==> src/rtl/t2mi_frame_scheduler.sv <==
// Per-frame T2-MI packet sequencer: timestamp (optional), L1-current, then BBF_PER_FRAME BBFrames.
// Define T2MI_TIMESTAMP_PKT_EN to emit the timestamp packet at the start of each frame.
module t2mi_frame_scheduler #(
  parameter int unsigned N_T2_FRAMES = 2,
  parameter int unsigned SF_IDX_W    = 4
) (
  input  logic                CLK,
  input  logic                RST,
  input  logic                ENABLE,
  input  logic                FRAME_TICK,
  input  logic                BBF_READY,
  input  logic                PKT_DONE,
  input  logic [7:0]          BBF_PER_FRAME,
  output logic                PKT_START,
  output logic [7:0]          PKT_TYPE,
  output logic [7:0]          PKT_COUNT,
  output logic [7:0]          FRAME_IDX,
  output logic [SF_IDX_W-1:0] SUPERFRAME_IDX,
  output logic                L1_LOAD,
  output logic                BUSY,
  output logic                OVERRUN
);

  typedef enum logic [2:0] {
    IDLE, TS_REQ, TS_WAIT, L1_REQ, L1_WAIT, BB_REQ, BB_WAIT, FRAME_END
  } state_t;

  localparam logic [7:0] TYPE_TS    = 8'h20;
  localparam logic [7:0] TYPE_L1    = 8'h10;
  localparam logic [7:0] TYPE_BB    = 8'h00;
  localparam logic [7:0] FRAME_LAST = 8'(N_T2_FRAMES - 1);

  state_t     state;
  logic       pending;
  logic [7:0] bb_left;

  assign BUSY = (state != IDLE) && (state != FRAME_END);

  always_ff @(posedge CLK or negedge RST) begin
    if (!RST) begin
      state          <= IDLE;
      pending        <= 1'b0;
      bb_left        <= '0;
      PKT_START      <= 1'b0;
      PKT_TYPE       <= TYPE_BB;
      PKT_COUNT      <= '0;
      FRAME_IDX      <= '0;
      SUPERFRAME_IDX <= '0;
      L1_LOAD        <= 1'b0;
      OVERRUN        <= 1'b0;
    end else begin
      PKT_START <= 1'b0;
      L1_LOAD   <= 1'b0;
      if (PKT_START) PKT_COUNT <= PKT_COUNT + 8'd1;

      // Ticks arriving mid-frame queue one frame; a second queued tick is lost.
      if (FRAME_TICK && ENABLE && (state != IDLE)) begin
        if (pending) OVERRUN <= 1'b1;
        else         pending <= 1'b1;
      end

      case (state)
        IDLE: begin
          if (!ENABLE) begin
            pending <= 1'b0;
          end else if (FRAME_TICK || pending) begin
            pending   <= 1'b0;
            bb_left   <= BBF_PER_FRAME;
            PKT_START <= 1'b1;
            L1_LOAD   <= 1'b1;
`ifdef T2MI_TIMESTAMP_PKT_EN
            state     <= TS_REQ;
            PKT_TYPE  <= TYPE_TS;
`else
            state     <= L1_REQ;
            PKT_TYPE  <= TYPE_L1;
`endif
          end
        end
`ifdef T2MI_TIMESTAMP_PKT_EN
        TS_REQ: state <= TS_WAIT;
        TS_WAIT: begin
          if (PKT_DONE) begin
            if (!ENABLE) begin
              state   <= IDLE;
              pending <= 1'b0;
            end else begin
              state     <= L1_REQ;
              PKT_START <= 1'b1;
              PKT_TYPE  <= TYPE_L1;
            end
          end
        end
`endif
        L1_REQ: state <= L1_WAIT;
        L1_WAIT: begin
          if (PKT_DONE) begin
            if (!ENABLE) begin
              state   <= IDLE;
              pending <= 1'b0;
            end else if (bb_left == 8'd0) begin
              state <= FRAME_END;
            end else if (BBF_READY) begin
              state     <= BB_WAIT;
              PKT_START <= 1'b1;
              PKT_TYPE  <= TYPE_BB;
            end else begin
              state <= BB_REQ;
            end
          end
        end
        // BB_REQ only waits for BBF_READY; the BB start pulse coincides with entry to BB_WAIT.
        BB_REQ: begin
          if (!ENABLE) begin
            state   <= IDLE;
            pending <= 1'b0;
          end else if (BBF_READY) begin
            state     <= BB_WAIT;
            PKT_START <= 1'b1;
            PKT_TYPE  <= TYPE_BB;
          end
        end
        BB_WAIT: begin
          if (PKT_DONE) begin
            bb_left <= bb_left - 8'd1;
            if (!ENABLE) begin
              state   <= IDLE;
              pending <= 1'b0;
            end else if (bb_left == 8'd1) begin
              state <= FRAME_END;
            end else if (BBF_READY) begin
              PKT_START <= 1'b1;
              PKT_TYPE  <= TYPE_BB;
            end else begin
              state <= BB_REQ;
            end
          end
        end
        FRAME_END: begin
          state <= IDLE;
          if (FRAME_IDX == FRAME_LAST) begin
            FRAME_IDX      <= '0;
            SUPERFRAME_IDX <= SUPERFRAME_IDX + SF_IDX_W'(1);
          end else begin
            FRAME_IDX <= FRAME_IDX + 8'd1;
          end
        end
        default: state <= IDLE;
      endcase
    end
  end

endmodule
==> config.mk <==
export PLATFORM = sky130hd
export DESIGN_NAME = t2mi_frame_scheduler
export DESIGN_NICKNAME = d
export VERILOG_FILES = /design/src/rtl/t2mi_frame_scheduler.sv
export SDC_FILE = /design/constraint.sdc
export NUM_CORES = 1
export LEC_CHECK = 0
export ABC_CLOCK_PERIOD_IN_PS = 1640
export CAP_MARGIN = 20
export CORE_UTILIZATION = 40
export CTS_CLUSTER_DIAMETER = 40
export DETAILED_ROUTE_END_ITERATION = 8
export GPL_ROUTABILITY_DRIVEN = 0
export GPL_TIMING_DRIVEN = 0
export PLACE_DENSITY = 0.69
export SETUP_SLACK_MARGIN = 0.05
export SYNTH_ARGS = -nofsm -noshare
export SYNTH_HDL_FRONTEND = slang
export SYNTH_SLANG_ARGS = --single-unit
==> constraint.sdc <==
create_clock -name CLK -period 1.64 [get_ports CLK]
set_clock_uncertainty 0.1 [all_clocks]
set_input_delay 0.246 -clock CLK [delete_from_list [all_inputs] [get_ports CLK]]
set_output_delay 0.246 -clock CLK [all_outputs]
set_load 0.005 [all_outputs]
==> results of run 1 <==
worst paths after layout:
kind / endpoint / cells past startpoint / startpoint / slack (ns)
max in group asynchronous: bb_left[0] / 2 / RST / 0.39
min reg2reg: PKT_COUNT[7] / 1 / PKT_COUNT[7] / 0.37
min in group asynchronous: state[1] / 2 / RST / 0.49
max reg2reg: SUPERFRAME_IDX[1] / 5 / FRAME_IDX[1] / -0.15
max: SUPERFRAME_IDX[1] / 5 / FRAME_IDX[1] / -0.15
min: state[2] / 3 / ENABLE / 0.20
placed cells by master, fill, tap and decap left out, types with 2 or more instances in the layout:
cell / count
dfrtp_1: 29
ha_4: 3
nor2_1: 12
nor3b_4: 2
clkbuf_8: 5
o21ai_0: 4
nand3_1: 6
nand4_1: 5
nor4_4: 2
a21oi_1: 7
o21a_1: 3
a31oi_1: 2
dlygate4sd2_1: 2
o211ai_1: 4
conb_1: 7
inv_1: 3
nand3_2: 2
ha_1: 4
xnor2_1: 10
nand2_1: 14
xor2_1: 6
nor3_1: 2
nor2b_1: 2
nor3_4: 2
dfrtp_2: 7
a21oi_2: 2
clkdlybuf4s50_1: 32
o22ai_1: 2
buf_4: 40
a21o_1: 2
nand3b_1: 3
buf_6: 10
nor2_2: 2
o21ai_1: 8
buf_2: 4
mux2_4: 2
critical path, stage by stage, from the launching register on:
cell and delay, ns:
dfrtp_1 0.39, inv_1 0.06, ha_1 0.12, or4b_4 0.48
nor3_4 0.21, mux2_4 0.32
flip-flops by register name, summed over array words and instances (netlist names):
signal / count
L1_LOAD: 1
FRAME_IDX: 8
pending: 1
PKT_COUNT: 8
SUPERFRAME_IDX: 4
PKT_START: 1
PKT_TYPE: 1
state: 3
bb_left: 8
OVERRUN: 1
power groups by stage:
| stage | clock network (uW) | registers [uW] | logic (uW) |
|---|---|---|---|
| 2_1_floorplan | 0 | 1480 | 1200 |
| 3_3_place_gp | 0 | 1520 | 1760 |
| 3_5_place_dp | 0 | 1530 | 1790 |
| 4_1_cts | 791 | 1500 | 2410 |
| 5_1_grt | 821 | 1490 | 3240 |
| 6_report | 780 | 1460 | 2990 |
cells by family (layout without fill, tap and decap cells):
logic type	after synthesis	in the layout	synth area share, %
XOR/XNOR	16	16	6.93
multiplexers	4	4	2.23
buffers and inverters	20	106	6.18
AND/OR/NAND/NOR	70	70	20.2
other	1	7	0.185
AO/OA/AOI/OAI	45	46	15.4
flip-flops	36	36	44.5
adder cells (fa/ha/maj)	7	7	4.33
timing repair:
action / CTS / global route
endpoints found under the hold margin: 36 / 0
gates resized for setup: 39 / 39
cloned: 1 / 1
buffers inserted: 20 / 19
pin swaps: 12 / 17
hold buffers: 1 / 0
endpoints found under the setup margin: 26 / 32
layout make-up:
class / count / area [um^2]
repair buffers: 78 / 714
clock inverters: 2 / 35.0
flip-flops and latches: 36 / 910
plain buffers: 15 / 124
fillers: 386 / 1600
multi-input cells: 150 / 1210
well taps: 67 / 83.8
clock buffers: 6 / 72.6
inverters: 5 / 31.3
Yosys cell counts (3+ instances only):
cell | count | area share, %
nand2_1 | 14 | 2.6
clkbuf_1 | 4 | 0.74
o211ai_1 | 4 | 1.5
dfrtp_1 | 36 | 45
nor2_1 | 15 | 2.8
nand3_1 | 8 | 2.0
nand3b_1 | 3 | 1.1
buf_4 | 7 | 2.6
a21oi_1 | 9 | 2.2
nand4_1 | 5 | 1.5
o21ai_0 | 10 | 2.5
o21a_1 | 3 | 1.1
nor3b_1 | 3 | 1.1
a31oi_1 | 3 | 0.93
xnor2_1 | 10 | 4.3
ha_1 | 7 | 4.3
buf_6 | 3 | 1.7
o22ai_1 | 3 | 0.93
inv_1 | 5 | 0.93
xor2_1 | 6 | 2.6
stage by stage:
step / total power, uW / area, um^2 / std cells / setup WS (ns) / TNS, ns
4_1_cts: 4710 / 2920 / 339 / -0.180 / -0.937
5_1_grt: 5560 / 3180 / 359 / -0.240 / -2.00
6_report: 5230 / 3180 / 359 / -0.153 / -0.919
2_1_floorplan: 2680 / 2060 / 205 / -0.154 / -0.486
3_5_place_dp: 3320 / 2510 / 309 / -0.377 / -2.28
3_3_place_gp: 3280 / 2520 / 309 / -0.604 / -23.72
layer usage:
| layer | share of wire, % | wire [um] |
|---|---|---|
| met5 | 0 | 0 |
| met1 | 42 | 2060 |
| met2 | 53 | 2570 |
| met4 | 1.5 | 74 |
| met3 | 3.7 | 179 |
==> impl_metrics.ini, run 1 <==
[floorplanning]
die_width_um = 73.1
start_util_pct = 42.3
boundaryPins = 46
placeableCoreArea_mm2 = 0.00479
floorplan.die_area_mm2 = 0.00535
floorplan.die.height_um = 73.1
floorplan.rows = 25

[power_and_ir_drop]
p_clk_share_pct = 14.9
worst_ir_drop_vdd_mv = 0.842
sequentialPowerShare_pct = 27.9
p_comb_share_pct = 57.1
leakage_uw = 0.00142
power.switching_uw = 1930
power-per-cell-area_mw_per_mm2 = 1640
power_report.internal_total_uw = 3300
swShare_pct = 37.0

[sta]
final_min_period_over_clock_period_pct = 109
achievable-frequency_mhz = 558
finalWorstSetupSlack_ns = -0.153
setup_repair_after_global_routing_missed_its_margin = true
finalSetupViolCount = 12
report.final.slew_viol_count = 0
layout_min_cycle_time_ns = 1.79
worst_pin_slew_ns = 0.803
hold_viol = 0
max_slew_headroom_pct = 46.5
worst_hold_slack_ns = 0.195

[routing]
final_antenna_net_count = 0
via_count = 1826
drt_iter0_drc = 90
vias_per_cell = 5.09
route.detailed.wl_per_inst_um = 13.6
drt_pre_antenna_iters = 4
detail_route.wirelength_mm = 4.89
post-route-drc-count = 0

[clock_network]
tritoncts_sinks = 36
cts.reportedPaths.clkPinSlew_ns = 0.08
cts_root_buf = clkbuf_8
cts_tree = done
clock_tree.buffer_depth = 2
ctsHtreeMaxLevel = 2
cts-buffers-inserted = 5
source_to_sink_clock_delay_at_the_later_pin_of_the_worst_skew_pair_ns = 0.29

[grt]
via_count_of_the_first_global_routing_pass = 1691
grt_max_degree = 37
antenna_found_initial = 0
grt_most_used_layer = met2
grt_pass1_wl_mm = 7.56
grt.met1_usage_pct = 21.9
globalRouteOverflowTotal = 0
grt_use_met2_pct = 32.3
gr-usage-met3_pct = 3.59
grt_usage_pct = 18.4

[synthesis]
register_bit_count_reported_by_yosys = 36
synthArstFlopShare_pct = 100
synth.avg_cell_area_um2 = 10.2
count_of_flip_flops_with_a_built_in_enable_after_synthesis = 0
netlist_area_mm2 = 0.00202
yosys.cell_types.count = 52
synthesis.yosys.warnings = 0
synth_top_flop_cell = dfrtp_1
seq_area_frac_synth_pct = 44.5
syn-instance-count = 199

[setup_path]
critical_path_class = register to register
crit_arrival_ns = 1.87
required_ns = 1.72
start_kind = register
critical_path.max_fanout = 4
crit_path_end_kind = register

[outcome]
violations = setup timing
status = complete, but fails checks

[layout]
num-nets-final = 312
final_layout_size_suffix_gt1_share_pct = 37.0
synthToLayoutAreaGrowth_pct = 57.3
final_core_utilization_pct = 66.5
diodes = 0

[worst_hold_path]
holdCritPathClass = primary input to register

[placed_design]
place_hpwl_mm = 2.81
place.port_buffers = 37

[flow_run]
drv.max_cap_violation_count = 0
Note: power is estimated with default switching activity, not from simulation.
==> run 2, diff against run 1 <==
--- a/config.mk
+++ b/config.mk
@@ -5,14 +5,14 @@
 export SDC_FILE = /design/constraint.sdc
 export NUM_CORES = 1
 export LEC_CHECK = 0
-export ABC_CLOCK_PERIOD_IN_PS = 1640
+export ABC_CLOCK_PERIOD_IN_PS = 2200
 export CAP_MARGIN = 20
 export CORE_UTILIZATION = 40
 export CTS_CLUSTER_DIAMETER = 40
 export DETAILED_ROUTE_END_ITERATION = 8
 export GPL_ROUTABILITY_DRIVEN = 0
 export GPL_TIMING_DRIVEN = 0
-export PLACE_DENSITY = 0.69
+export PLACE_DENSITY = 0.66
 export SETUP_SLACK_MARGIN = 0.05
 export SYNTH_ARGS = -nofsm -noshare
 export SYNTH_HDL_FRONTEND = slang
==> constraint.sdc (replaced) <==
create_clock -name CLK -period 2.2 [get_ports CLK]
set_clock_uncertainty 0.1 [all_clocks]
set_input_delay 0.33 -clock CLK [delete_from_list [all_inputs] [get_ports CLK]]
set_output_delay 0.33 -clock CLK [all_outputs]
set_load 0.005 [all_outputs]
==> impl_metrics.ini, run 2 (synthesized netlist as in run 1, its figures left out) <==
[outcome]
status = complete, no violations

[floorplanning]
start_util_pct = 42.3
die_width_um = 73.1
floorplan.die_area_mm2 = 0.00535
floorplan.rows = 25
floorplan.die.height_um = 73.1
placeableCoreArea_mm2 = 0.00479
boundaryPins = 46

[grt]
grt_usage_pct = 16.5
globalRouteOverflowTotal = 0
antenna_found_initial = 0
grt_pass1_wl_mm = 6.73
grt_max_degree = 37
via_count_of_the_first_global_routing_pass = 1499

[clock_network]
clock_tree.buffer_depth = 2
cts_hold_buffers = 0
source_to_sink_clock_delay_at_the_later_pin_of_the_worst_skew_pair_ns = 0.29
cts.reportedPaths.clkPinSlew_ns = 0.08
cts_tree = done
cts-buffers-inserted = 5
tritoncts_sinks = 36
ctsHtreeMaxLevel = 2
cts_root_buf = clkbuf_8

[sta]
finalSetupViolCount = 0
worst_pin_slew_ns = 0.806
max_slew_headroom_pct = 46.3
hold_viol = 0
setup_repair_after_global_routing_missed_its_margin = false
report.final.slew_viol_count = 0
final_min_period_over_clock_period_pct = 89.7
layout_min_cycle_time_ns = 1.97
achievable-frequency_mhz = 507

[power_and_ir_drop]
sequentialPowerShare_pct = 36.7
p_clk_share_pct = 19.2
leakage_uw = 0.00115
worst_ir_drop_vdd_mv = 0.437
power_report.internal_total_uw = 1920
swShare_pct = 36.9
power_uw = 3040
power-per-cell-area_mw_per_mm2 = 1160
power.switching_uw = 1120
p_comb_share_pct = 44.2

[layout]
area_of_the_multi_input_gates_mm2 = 0.00103
final_layout_size_suffix_gt1_share_pct = 14.3
regArea_um2 = 902
fillCellCount = 446
diodes = 0
num-nets-final = 271
synthToLayoutAreaGrowth_pct = 29.7
most-common-layout-cells = 35 x dfrtp_1, 35 x clkdlybuf4s50_1, 15 x nor2_1
final_core_utilization_pct = 54.8
largestRegisters = FRAME_IDX: 8 flops, PKT_COUNT: 8 flops, bb_left: 8 flops

[setup_path]
critical_path.max_fanout = 6
crit_path_cell_trace = nor4_2 > nand3_1 > a221oi_2 > mux2_1
crit_path_end_kind = register
crit_arrival_ns = 2.04
critPathSlowestCell = dfrtp_1
start_kind = register
r2r_start = bb_left[2]
timing.critical_path.from = bb_left[2]
slowest_delay_ns = 0.44
critical_path.endpoint = state[1]
critical_path_class = register to register
timing.reg2reg.setup_slack_ns = 0.23
worst-r2r-cell-count = 4
worstReg2RegEnd = state[1]
required_ns = 2.27

[routing]
post-route-drc-count = 0
detail_route.wirelength_mm = 3.91
drt_pre_antenna_iters = 4
via_count = 1608
vias_per_cell = 5.06
route.detailed.wl_per_inst_um = 12.3
drt_iter0_drc = 59
final_antenna_net_count = 0

[placed_design]
place_hpwl_mm = 2.81
place.port_buffers = 37

[worst_hold_path]
holdCritPathClass = primary input to async pin

[flow_run]
drv.max_cap_violation_count = 0
run 2: repair_timing:
item	CTS	global route
pin swaps	0	1
gates cloned	0	0
buffers inserted	0	1
setup endpoints to repair	1	1
gates resized for setup	1	3
run 2: metal layers:
layer,global-route usage [%],vias to the layer above,wire [um]
met5,0,-,0
met4,5.88,0,56
met3,4.28,8,173
met2,27.1,35,1800
met1,21.1,761,1880
li1,-,804,-
run 2: layout make-up:
cell class	instances	area share (%)
tap	67	3.19
multi-input combinational	149	39.1
buffer	15	4.05
clock inverter	3	1.62
inverter	5	0.715
sequential	36	34.4
timing repair buffer	38	14.3
clock buffer	5	2.62
run 2: worst max-delay path, delay by kind of cell, from the launching register on:
family | cells | cell delay [ns]
multiplexers | 1 | 0.36
flip-flops | 1 | 0.44
AO/OA/AOI/OAI | 1 | 0.34
AND/OR/NAND/NOR | 2 | 0.61
run 2: metrics by stage:
stage	cells	setup WS, ns	cell area, um^2	TNS (ns)	hold WS (ns)
6_report	318	0.227	2630	0	0.0239
5_1_grt	318	0.0561	2630	0	0.0802
4_1_cts	317	0.0862	2610	0	0.0493
3_5_place_dp	309	0.0710	2490	0	0.357
3_3_place_gp	309	-0.167	2500	-5.94	0.350
2_1_floorplan	205	0.347	2050	0	-0.0656
run 2: how the worst min path moves through the flow:
stage,startpoint,to,cells past startpoint
floorplan,RST,FRAME_IDX[0],0
global placement,OVERRUN,OVERRUN,1
detailed placement,OVERRUN,OVERRUN,1
CTS,RST,SUPERFRAME_IDX[3],1
global route,RST,FRAME_IDX[5],1
finish,RST,FRAME_IDX[7],1
run 2: power by group through the flow:
stage                     clock, uW  sequential (uW)  combinational, uW
after detailed placement          0             1120               1320
after floorplan                   0             1090                874
final                           582             1120               1340
after CTS                       600             1110               1340
after global placement            0             1120               1290
after global routing            627             1160               1510
